**config.mk**
```make
export PLATFORM = sky130hd
export DESIGN_NAME = pc_unit
export DESIGN_NICKNAME = d
export VERILOG_FILES = /design/src/rtl/pc_pkg.sv /design/src/rtl/pc_ret_stack.sv /design/src/rtl/pc_unit.sv
export SDC_FILE = /design/constraint.sdc
export NUM_CORES = 1
export LEC_CHECK = 0
export ABC_AREA = 1
export CORE_MARGIN = 8
export CORE_UTILIZATION = 35
export DETAILED_ROUTE_END_ITERATION = 6
export SYNTH_ARGS = -nofsm -noshare
export SYNTH_HDL_FRONTEND = slang
export SYNTH_SLANG_ARGS = --single-unit
```
**constraint.sdc**
```tcl
create_clock -name clock -period 2.22 [get_ports clock]
set_input_delay 0.444 -clock clock [delete_from_list [all_inputs] [get_ports clock]]
set_output_delay 0.444 -clock clock [all_outputs]
set_load 0.01 [all_outputs]
```
**src/rtl/pc_pkg.sv**
```systemverilog
// Shared types for the program-counter unit: operation codes and control FSM states.
package pc_pkg;

  typedef enum logic [2:0] {
    OP_HOLD   = 3'b000,
    OP_INC    = 3'b001,
    OP_BRANCH = 3'b010,
    OP_JUMP   = 3'b011,
    OP_CALL   = 3'b100,
    OP_RET    = 3'b101
  } op_t;

  typedef enum logic [1:0] {
    ST_RUN   = 2'd0,
    ST_HALT  = 2'd1,
    ST_ERROR = 2'd2
  } state_t;

endpackage

```
**src/rtl/pc_ret_stack.sv**
```systemverilog
// Return-address LIFO for pc_unit. Push on full and pop on empty are ignored;
// the caller is expected to flag those as errors.
module pc_ret_stack #(
  parameter int unsigned WIDTH = 8,
  parameter int unsigned DEPTH = 4,
  localparam int unsigned DW   = $clog2(DEPTH + 1)
) (
  input  logic             clock,
  input  logic             reset,
  input  logic             push,
  input  logic             pop,
  input  logic [WIDTH-1:0] push_data,
  output logic [WIDTH-1:0] top_data,
  output logic [DW-1:0]    depth,
  output logic             full,
  output logic             empty
);

  localparam int unsigned AW = (DEPTH > 1) ? $clog2(DEPTH) : 1;

  logic [WIDTH-1:0] mem [DEPTH];
  logic [DW-1:0]    depth_q, depth_d;
  logic [DW-1:0]    top_idx;
  logic [AW-1:0]    wr_ptr, rd_ptr;

  assign full    = (depth_q == DW'(DEPTH));
  assign empty   = (depth_q == '0);
  assign depth   = depth_q;
  assign top_idx = depth_q - DW'(1);
  assign wr_ptr  = AW'(depth_q);
  assign rd_ptr  = AW'(top_idx);
  assign top_data = mem[rd_ptr];

  always_comb begin
    depth_d = depth_q;
    if (push && !full) begin
      depth_d = depth_q + DW'(1);
    end else if (pop && !empty) begin
      depth_d = depth_q - DW'(1);
    end
  end

  always_ff @(posedge clock) begin
    if (!reset) begin
      depth_q <= '0;
    end else begin
      depth_q <= depth_d;
    end
  end

  // Entry contents need no reset: only slots below depth_q are ever read.
  always_ff @(posedge clock) begin
    if (reset && push && !full) begin
      mem[wr_ptr] <= push_data;
    end
  end

endmodule

```
**src/rtl/pc_unit.sv**
```systemverilog
// Program-counter unit: increment, branch, jump, call/return, halt and sticky error.
// Define PC_WRAP_TRAP_EN to turn address wrap-around into an error instead of modulo wrap.
module pc_unit
  import pc_pkg::*;
#(
  parameter int unsigned WIDTH     = 8,
  parameter int unsigned STEP      = 1,
  parameter int unsigned RESET_VEC = 0,
  parameter int unsigned OFFS_W    = 8,
  parameter int unsigned DEPTH     = 4
) (
  input  logic                         clock,
  input  logic                         reset,
  input  logic                         esc_pc,
  input  logic [2:0]                   op,
  input  logic [WIDTH-1:0]             target,
  input  logic [OFFS_W-1:0]            offset,
  input  logic                         halt_req,
  input  logic                         resume,
  output logic [WIDTH-1:0]             pc_out,
  output logic [$clog2(DEPTH+1)-1:0]   stack_depth,
  output logic                         stack_full,
  output logic                         stack_empty,
  output logic                         halted,
  output logic                         error
);

`ifdef PC_WRAP_TRAP_EN
  localparam bit WrapTrap = 1'b1;
`else
  localparam bit WrapTrap = 1'b0;
`endif

  // Wide enough to hold pc plus a sign-extended offset without losing the wrap indication.
  localparam int unsigned EW = ((WIDTH > OFFS_W) ? WIDTH : OFFS_W) + 2;

  state_t             state_q, state_d;
  logic [WIDTH-1:0]   pc_q, pc_d;
  logic [WIDTH:0]     seq_sum;
  logic signed [EW-1:0] br_sum;
  logic               seq_wrap, br_wrap;
  logic               push, pop;
  logic [WIDTH-1:0]   stack_top;

  assign seq_sum  = {1'b0, pc_q} + (WIDTH + 1)'(STEP);
  assign seq_wrap = seq_sum[WIDTH];
  assign br_sum   = $signed({{(EW - WIDTH){1'b0}}, pc_q}) + EW'($signed(offset));
  assign br_wrap  = (br_sum[EW-1:WIDTH] != '0);

  always_comb begin
    state_d = state_q;
    pc_d    = pc_q;
    push    = 1'b0;
    pop     = 1'b0;
    case (state_q)
      ST_RUN: begin
        if (halt_req) begin
          state_d = ST_HALT;
        end else if (esc_pc) begin
          case (op)
            OP_INC: begin
              if (WrapTrap && seq_wrap) state_d = ST_ERROR;
              else                      pc_d    = seq_sum[WIDTH-1:0];
            end
            OP_BRANCH: begin
              if (WrapTrap && br_wrap) state_d = ST_ERROR;
              else                     pc_d    = br_sum[WIDTH-1:0];
            end
            OP_JUMP: pc_d = target;
            OP_CALL: begin
              if (stack_full || (WrapTrap && seq_wrap)) begin
                state_d = ST_ERROR;
              end else begin
                push = 1'b1;
                pc_d = target;
              end
            end
            OP_RET: begin
              if (stack_empty) begin
                state_d = ST_ERROR;
              end else begin
                pop  = 1'b1;
                pc_d = stack_top;
              end
            end
            default: ;
          endcase
        end
      end
      ST_HALT: begin
        if (resume && !halt_req) state_d = ST_RUN;
      end
      ST_ERROR: ;
      default: state_d = ST_ERROR;
    endcase
  end

  always_ff @(posedge clock) begin
    if (!reset) begin
      state_q <= ST_RUN;
      pc_q    <= WIDTH'(RESET_VEC);
    end else begin
      state_q <= state_d;
      pc_q    <= pc_d;
    end
  end

  pc_ret_stack #(
    .WIDTH (WIDTH),
    .DEPTH (DEPTH)
  ) u_stack (
    .clock     (clock),
    .reset     (reset),
    .push      (push),
    .pop       (pop),
    .push_data (seq_sum[WIDTH-1:0]),
    .top_data  (stack_top),
    .depth     (stack_depth),
    .full      (stack_full),
    .empty     (stack_empty)
  );

  assign pc_out = pc_q;
  assign halted = (state_q == ST_HALT);
  assign error  = (state_q == ST_ERROR);

endmodule
```
# After elaboration in Yosys (flattened, before gate mapping)
# Memories as Yosys holds them, arrays and structs flattened.
# Index checks and enable logic that the tools add are counted.
[word_totals] mem_count=1 ramBits=32 register_bits=13
[memory_table] name="u_stack.mem" depth=4 width=8 read_ports=1 rd_clocked_by_memory_dff=0 write_ports=1 line_no="pc_ret_stack.sv:21" source="logic [WIDTH-1:0] mem [DEPTH];"
[classes] eq_ne=15 n_mux=24 n_reduce_logical=14 bitwise_logic=2 add_sub_neg=4
[ops] op="$pmux 8 s5" n=1
[ops] op="$mux 8" n=2
[ops] op="$mux 1" n=12
[ops] op="$ne 4x3->1 const B" n=3
[ops] op="$reduce_and 6->1" n=2
[ops] op="$mux 2" n=5
[ops] op="$eq 3x3->1 const B" n=3
[ops] op="$add 8x1->8 const B" n=1
[ops] op="$add 8x8->8" n=1
[ops] op="$eq 3x2->1 const B" n=2
[ops] op="$mux 3" n=2
[ops] op="$pmux 2 s3" n=1
[ops] op="$logic_and 1x1->1" n=5
[ops] op="$reduce_bool 5->1" n=1
[ops] op="$ne 2x2->1 const B" n=2
[ops] op="$pmux 2 s2" n=1
[ops] op="$add 3x1->3 const B" n=1
[ops] op="$eq 3x1->1 const B" n=1
[ops] op="$logic_not 1->1" n=3
[ops] op="$logic_not 3->1" n=1
[ops] op="$ne 3x3->1 const B" n=1
[ops] op="$sub 3x1->3 const B" n=1
[ops] op="$eq 2x1->1 const B" n=1
[ops] op="$eq 2x2->1 const B" n=1
[ops] op="other kinds (4)" n=5

# Longest topological paths before layout
[logic_depth] word_depth=10 mapped_depth=14

# Cells and area by module
# Synthesis repeated with hierarchy kept, for this count alone.
[unflattened] cells_unflattened=314 hier_area_um2=2648.8
[modules_own_cells] module="pc_ret_stack" seq_area_each_um2=1021.0 area_per_inst_um2=1476.4 cells_per_inst=123 instances=1
[modules_own_cells] module="pc_unit" seq_area_each_um2=200.2 area_per_inst_um2=1172.4 cells_per_inst=191 instances=1

# Worst setup path after synthesis
# No wires, ideal clock.
[synth_path] path_type="flip-flop to flip-flop" startpoint="register u_stack.depth_q[0] (netlist: u_stack.depth[0])" endpoint="memory u_stack.mem[1][0], enable pin" setup_ns=0.371 t_arrival_ns=1.890 required_time_ns=1.849 n_path_buf=2 path_stages_with_launch=10 path_slack_ns=-0.041 cell_sequence="dfxtp_1 -> buf_2 -> inv_2 -> buf_2 -> ha_1 -> nand2_1 -> nand3_1 -> nor2_1 -> nand2_1 -> nor2_1"
[synth_between] elab_chain_cells=10
[synth_lines] item="start: declaration" line_no="pc_ret_stack.sv:22" source="logic [DW-1:0] depth_q, depth_d;"
[synth_lines] item="start signal: assignment" line_no="pc_ret_stack.sv:47" source="depth_q <= depth_d;"
[synth_lines] item="$eq 3x3->1" line_no="pc_ret_stack.sv:26" source="assign full = (depth_q == DW'(DEPTH));"
[synth_lines] item="$mux 1" line_no="pc_unit.sv:71" source="if (stack_full || (WrapTrap && seq_wrap)) begin"
[synth_lines] item="$mux 1" line_no="pc_unit.sv:60" source="case (op)"
[synth_lines] item="$mux 1" line_no="pc_unit.sv:59" source="end else if (esc_pc) begin"
[synth_lines] item="$mux 1" line_no="pc_unit.sv:57" source="if (halt_req) begin"
[synth_lines] item="$mux 1" line_no="pc_unit.sv:55" source="case (state_q)"
[synth_lines] item="$logic_and 1x1->1 (2 in series)" line_no="pc_ret_stack.sv:53" source="if (reset && push && !full) begin"
[synth_lines] item="$mux 1" line_no="pc_ret_stack.sv:53"
[synth_lines] item="$mux 1 (not written as such)" line_no="pc_ret_stack.sv:54" source="mem[wr_ptr] <= push_data;"
[synth_lines] item="end: declaration" line_no="pc_ret_stack.sv:21"
# Parallel ways exist; a longest one is shown, timed or not.

# Worst setup path in the final report
[layout_path] startpoint="input offset[0]" endpoint="register pc_q[6] (netlist: pc_out[6])"
[layout_between] elab_chain_cells=2
[layout_lines] item="start: declaration" line_no="pc_unit.sv:17" source="input logic [OFFS_W-1:0] offset,"
[layout_lines] item="$add 8x8->8" line_no="pc_unit.sv:47" source="assign br_sum = $signed({{(EW - WIDTH){1'b0}}, pc_q}) + EW'($signed(offset));"
[layout_lines] item="$pmux 8 s5" line_no="pc_unit.sv:60"
[layout_lines] item="end signal: assignment" line_no="pc_unit.sv:101" source="pc_q <= WIDTH'(RESET_VEC);"
[layout_lines] item="end signal: assignment" line_no="pc_unit.sv:104" source="pc_q <= pc_d;"
[layout_lines] item="end: declaration" line_no="pc_unit.sv:38" source="logic [WIDTH-1:0] pc_q, pc_d;"
# No other way between the ends.
# A chain may end at the register's enable or synchronous reset.

==> results.py <==
metrics = {
    "outcome": {
        "status": "finished clean",
    },
    "placement": {
        "numPortBuffers": 38,
        "dp_slack_ns": -0.0864,
        "place_congestion": 0.804,
        "hpwl_um": 5090,
        "place_area_um2": 3310,
    },
    "timing": {
        "worst_pin_slew_ns": 0.547,
        "hold_viol_final": 0,
        "rsz0062_at_grt": "no",
        "min_period_over_period_pct": 89.9,
        "finalSetupViolCount": 0,
        "final_max_slew_viol_count": 0,
        "clock.fmax_mhz": 501,
        "maxSlewHeadroom_pct": 63.4,
        "finalClockSkew_ns": 0.00489,
        "min_period_ns": 2.00,
        "setup_slack_ns": 0.225,
    },
    "worst_setup_path": {
        "crit_top_cell": "nand2_1",
        "start_kind": "input port",
        "slowest_stage": "clkdlybuf4s50_1",
        "required_ns": 2.38,
        "reg2reg_from": "u_stack.depth[1]",
        "worst-r2r-cell-count": 10,
        "crit_fanout": 3,
        "crit_type": "in -> reg",
        "r2r_slack_ns": 0.38,
        "startpoint": "offset[0]",
        "cp_data_arrival_time_ns": 2.16,
        "crit_chain": "clkdlybuf4s50_1 > ha_1 > inv_1 > fa_1 > inv_1 > nand2_1 > nand2_1 > nand3b_1 > nand2_1 > nand2_1 > nand3_1 > nand2_1 > nand2_1 > a21oi_1",
        "cpPeakStageDelay_ns": 0.46,
        "cp-end-kind": "flop",
    },
    "synthesis": {
        "syn-num-nets": 385,
        "synth_seq_cells": 45,
        "ys_types": 30,
        "avgSynthCellArea_um2": 7.77,
        "yosys_warnings": 0,
        "netlist_instances": 347,
        "syn_area_um2": 2700,
        "synth_seq_area_share_pct": 45.3,
    },
    "cts": {
        "clk_pin_slew_worst_paths_ns": 0.09,
        "root_buffer": "clkbuf_8",
        "cts.sinks": 45,
        "cts_tree": "built",
        "clockBufferDepth": 2,
        "htreeDepth": 2,
        "clkLatencyLatePin_ns": 0.29,
        "cts_made_buffers": 5,
    },
    "detailed_routing": {
        "ant_nets": 0,
        "drt_wl_total_um": 6590,
        "viasPerCell": 4.68,
        "route.detailed.drc": 0,
        "vias": 2377,
        "drt_iter0_markers": 63,
        "detail_route.wl_per_cell_um": 13.0,
        "drt_pass1_iterations": 4,
    },
    "floorplanning": {
        "die-area_um2": 10800,
        "start_util_pct": 35.4,
        "std_cell_rows": 32,
        "ioPinCount": 39,
        "core_area_um2": 7610,
        "die_w_um": 104,
        "die_h_um": 104,
    },
    "final_layout": {
        "drive_gt1_share_pct": 10.6,
        "nets": 443,
        "fin_util_pct": 45.0,
        "antenna_cells": 0,
        "syn_to_final_growth_pct": 27.1,
        "design_area_um2": 3430,
    },
    "global_route": {
        "grt_max_degree": 21,
        "antenna_found_initial": 0,
        "overflow": 0,
        "grt_pass1_vias": 2301,
        "grt_usage_pct": 12.2,
        "grt_pass1_wl_um": 10900,
    },
    "run": {
        "maxCapViolCount": 0,
    },
    "hold_path": {
        "hp-start": "state_q[1]",
        "hp-class": "reg -> reg",
        "worstHoldPathCells": 2,
    },
    "power": {
        "power_mw": 1.82,
        "vdd_ir_drop_max_uv": 230,
        "leakage_nw": 1.48,
        "power_density_nw_per_um2": 532,
    },
}
[flip-flops by register name (all words and copies together) (netlist names)]
signal         flops
u_stack.mem       32
u_stack.depth      3
state_q            2
pc_out             8
[critical path, delay by kind of cell]
kind            cells  cell delay [ns]
buf+inv             3             0.58
simple gates        8             0.57
fa+ha+maj           2             0.52
compound gates      1             0.05
[layout by cell type, fill, tap and decap left out, types with 2 or more instances in the layout]
cell             count
edfxtp_1            32
clkbuf_8             5
a21oi_1             25
nor2_2               3
clkdlybuf4s50_1     36
nor2_4               2
o21ai_0             14
nand3b_1             2
dfxtp_1             13
a21oi_2              2
nand4_1              5
nand2_1            105
inv_2                3
xor2_1               6
inv_1               42
or2_2                3
buf_4               19
nor2_1              36
nand3_1             25
nand2_2              2
ha_1                13
[kinds of logic after synthesis]
family	synth area share, %
xor+xnor	2.27
simple gates	29.3
fa+ha+maj	6.78
buf+inv	7.80
compound gates	8.58
flops	45.3
[metal layers]
layer  global-route usage [%]  wire length, µm  vias to the layer above
li1                         -                -                     1239
met1                     15.2             3060                     1049
met2                     20.3             3160                       77
met3                     2.35              265                       12
met4                     4.34              111                        0
met5                        0                0                        -
[stage by stage]
| step | hold slack (ns) | instances | TNS (ns) |
|---|---|---|---|
| floorplan | 0.490 | 347 | -1.31 |
| global placement | 0.518 | 500 | -0.0436 |
| detailed placement | 0.523 | 500 | -0.111 |
| CTS | 0.535 | 508 | 0 |
| global route | 0.582 | 508 | 0 |
| finish | 0.534 | 508 | 0 |
[path summary, 6_finish.rpt]
check          endpoint
max           pc_out[6]
min          state_q[1]
max reg2reg   pc_out[0]
min reg2reg  state_q[1]
[where the power goes]
group          internal [mW]  total [mW]  switching [mW]  leakage, nW
Combinational          0.130       0.281           0.151         1.03
Clock                  0.337       0.624           0.287       0.0543
Sequential             0.905       0.919          0.0139        0.398
[final cells by class]
type,instances,area [µm²]
fill,785,4180
clock buffer,5,68.8
sequential,45,1220
multi-input combinational,250,1260
timing repair buffer,57,524
clock inverter,3,46.3
inverter,46,173
tap,102,128
[repair_timing]
item | 4_1_cts | 5_1_grt
setup buffers | 0 | 0
setup endpoints to repair | 1 | 1
pin swaps | 0 | 0
hold buffers | 0 | 0
resized for setup | 1 | 1
[cells in the mapped netlist]
master / number / area share, %
dfxtp_1: 13 / 9.7
nand4_1: 5 / 1.2
xnor2_1: 1 / 0.32
nand3_1: 25 / 4.6
a21o_1: 1 / 0.28
nand2_1: 105 / 15
buf_4: 1 / 0.28
nor2_1: 36 / 5.0
nand3b_1: 2 / 0.56
inv_2: 3 / 0.42
buf_2: 3 / 0.56
a21oi_1: 25 / 4.6
nor3_1: 1 / 0.19
a21oi_2: 2 / 0.65
ha_1: 13 / 6.0
clkbuf_1: 1 / 0.14
o21ai_1: 1 / 0.19
clkinv_1: 1 / 0.14
edfxtp_1: 32 / 36
nand2_4: 1 / 0.42
xor2_1: 6 / 1.9
nor2_2: 3 / 0.70
fa_1: 1 / 0.74
a31oi_1: 1 / 0.23
o21ai_0: 14 / 2.6
inv_1: 42 / 5.8
or2_2: 3 / 0.70
nand2_2: 2 / 0.46
buf_6: 1 / 0.42
nor2_4: 2 / 0.84
Power figures use the tool's default switching activity.
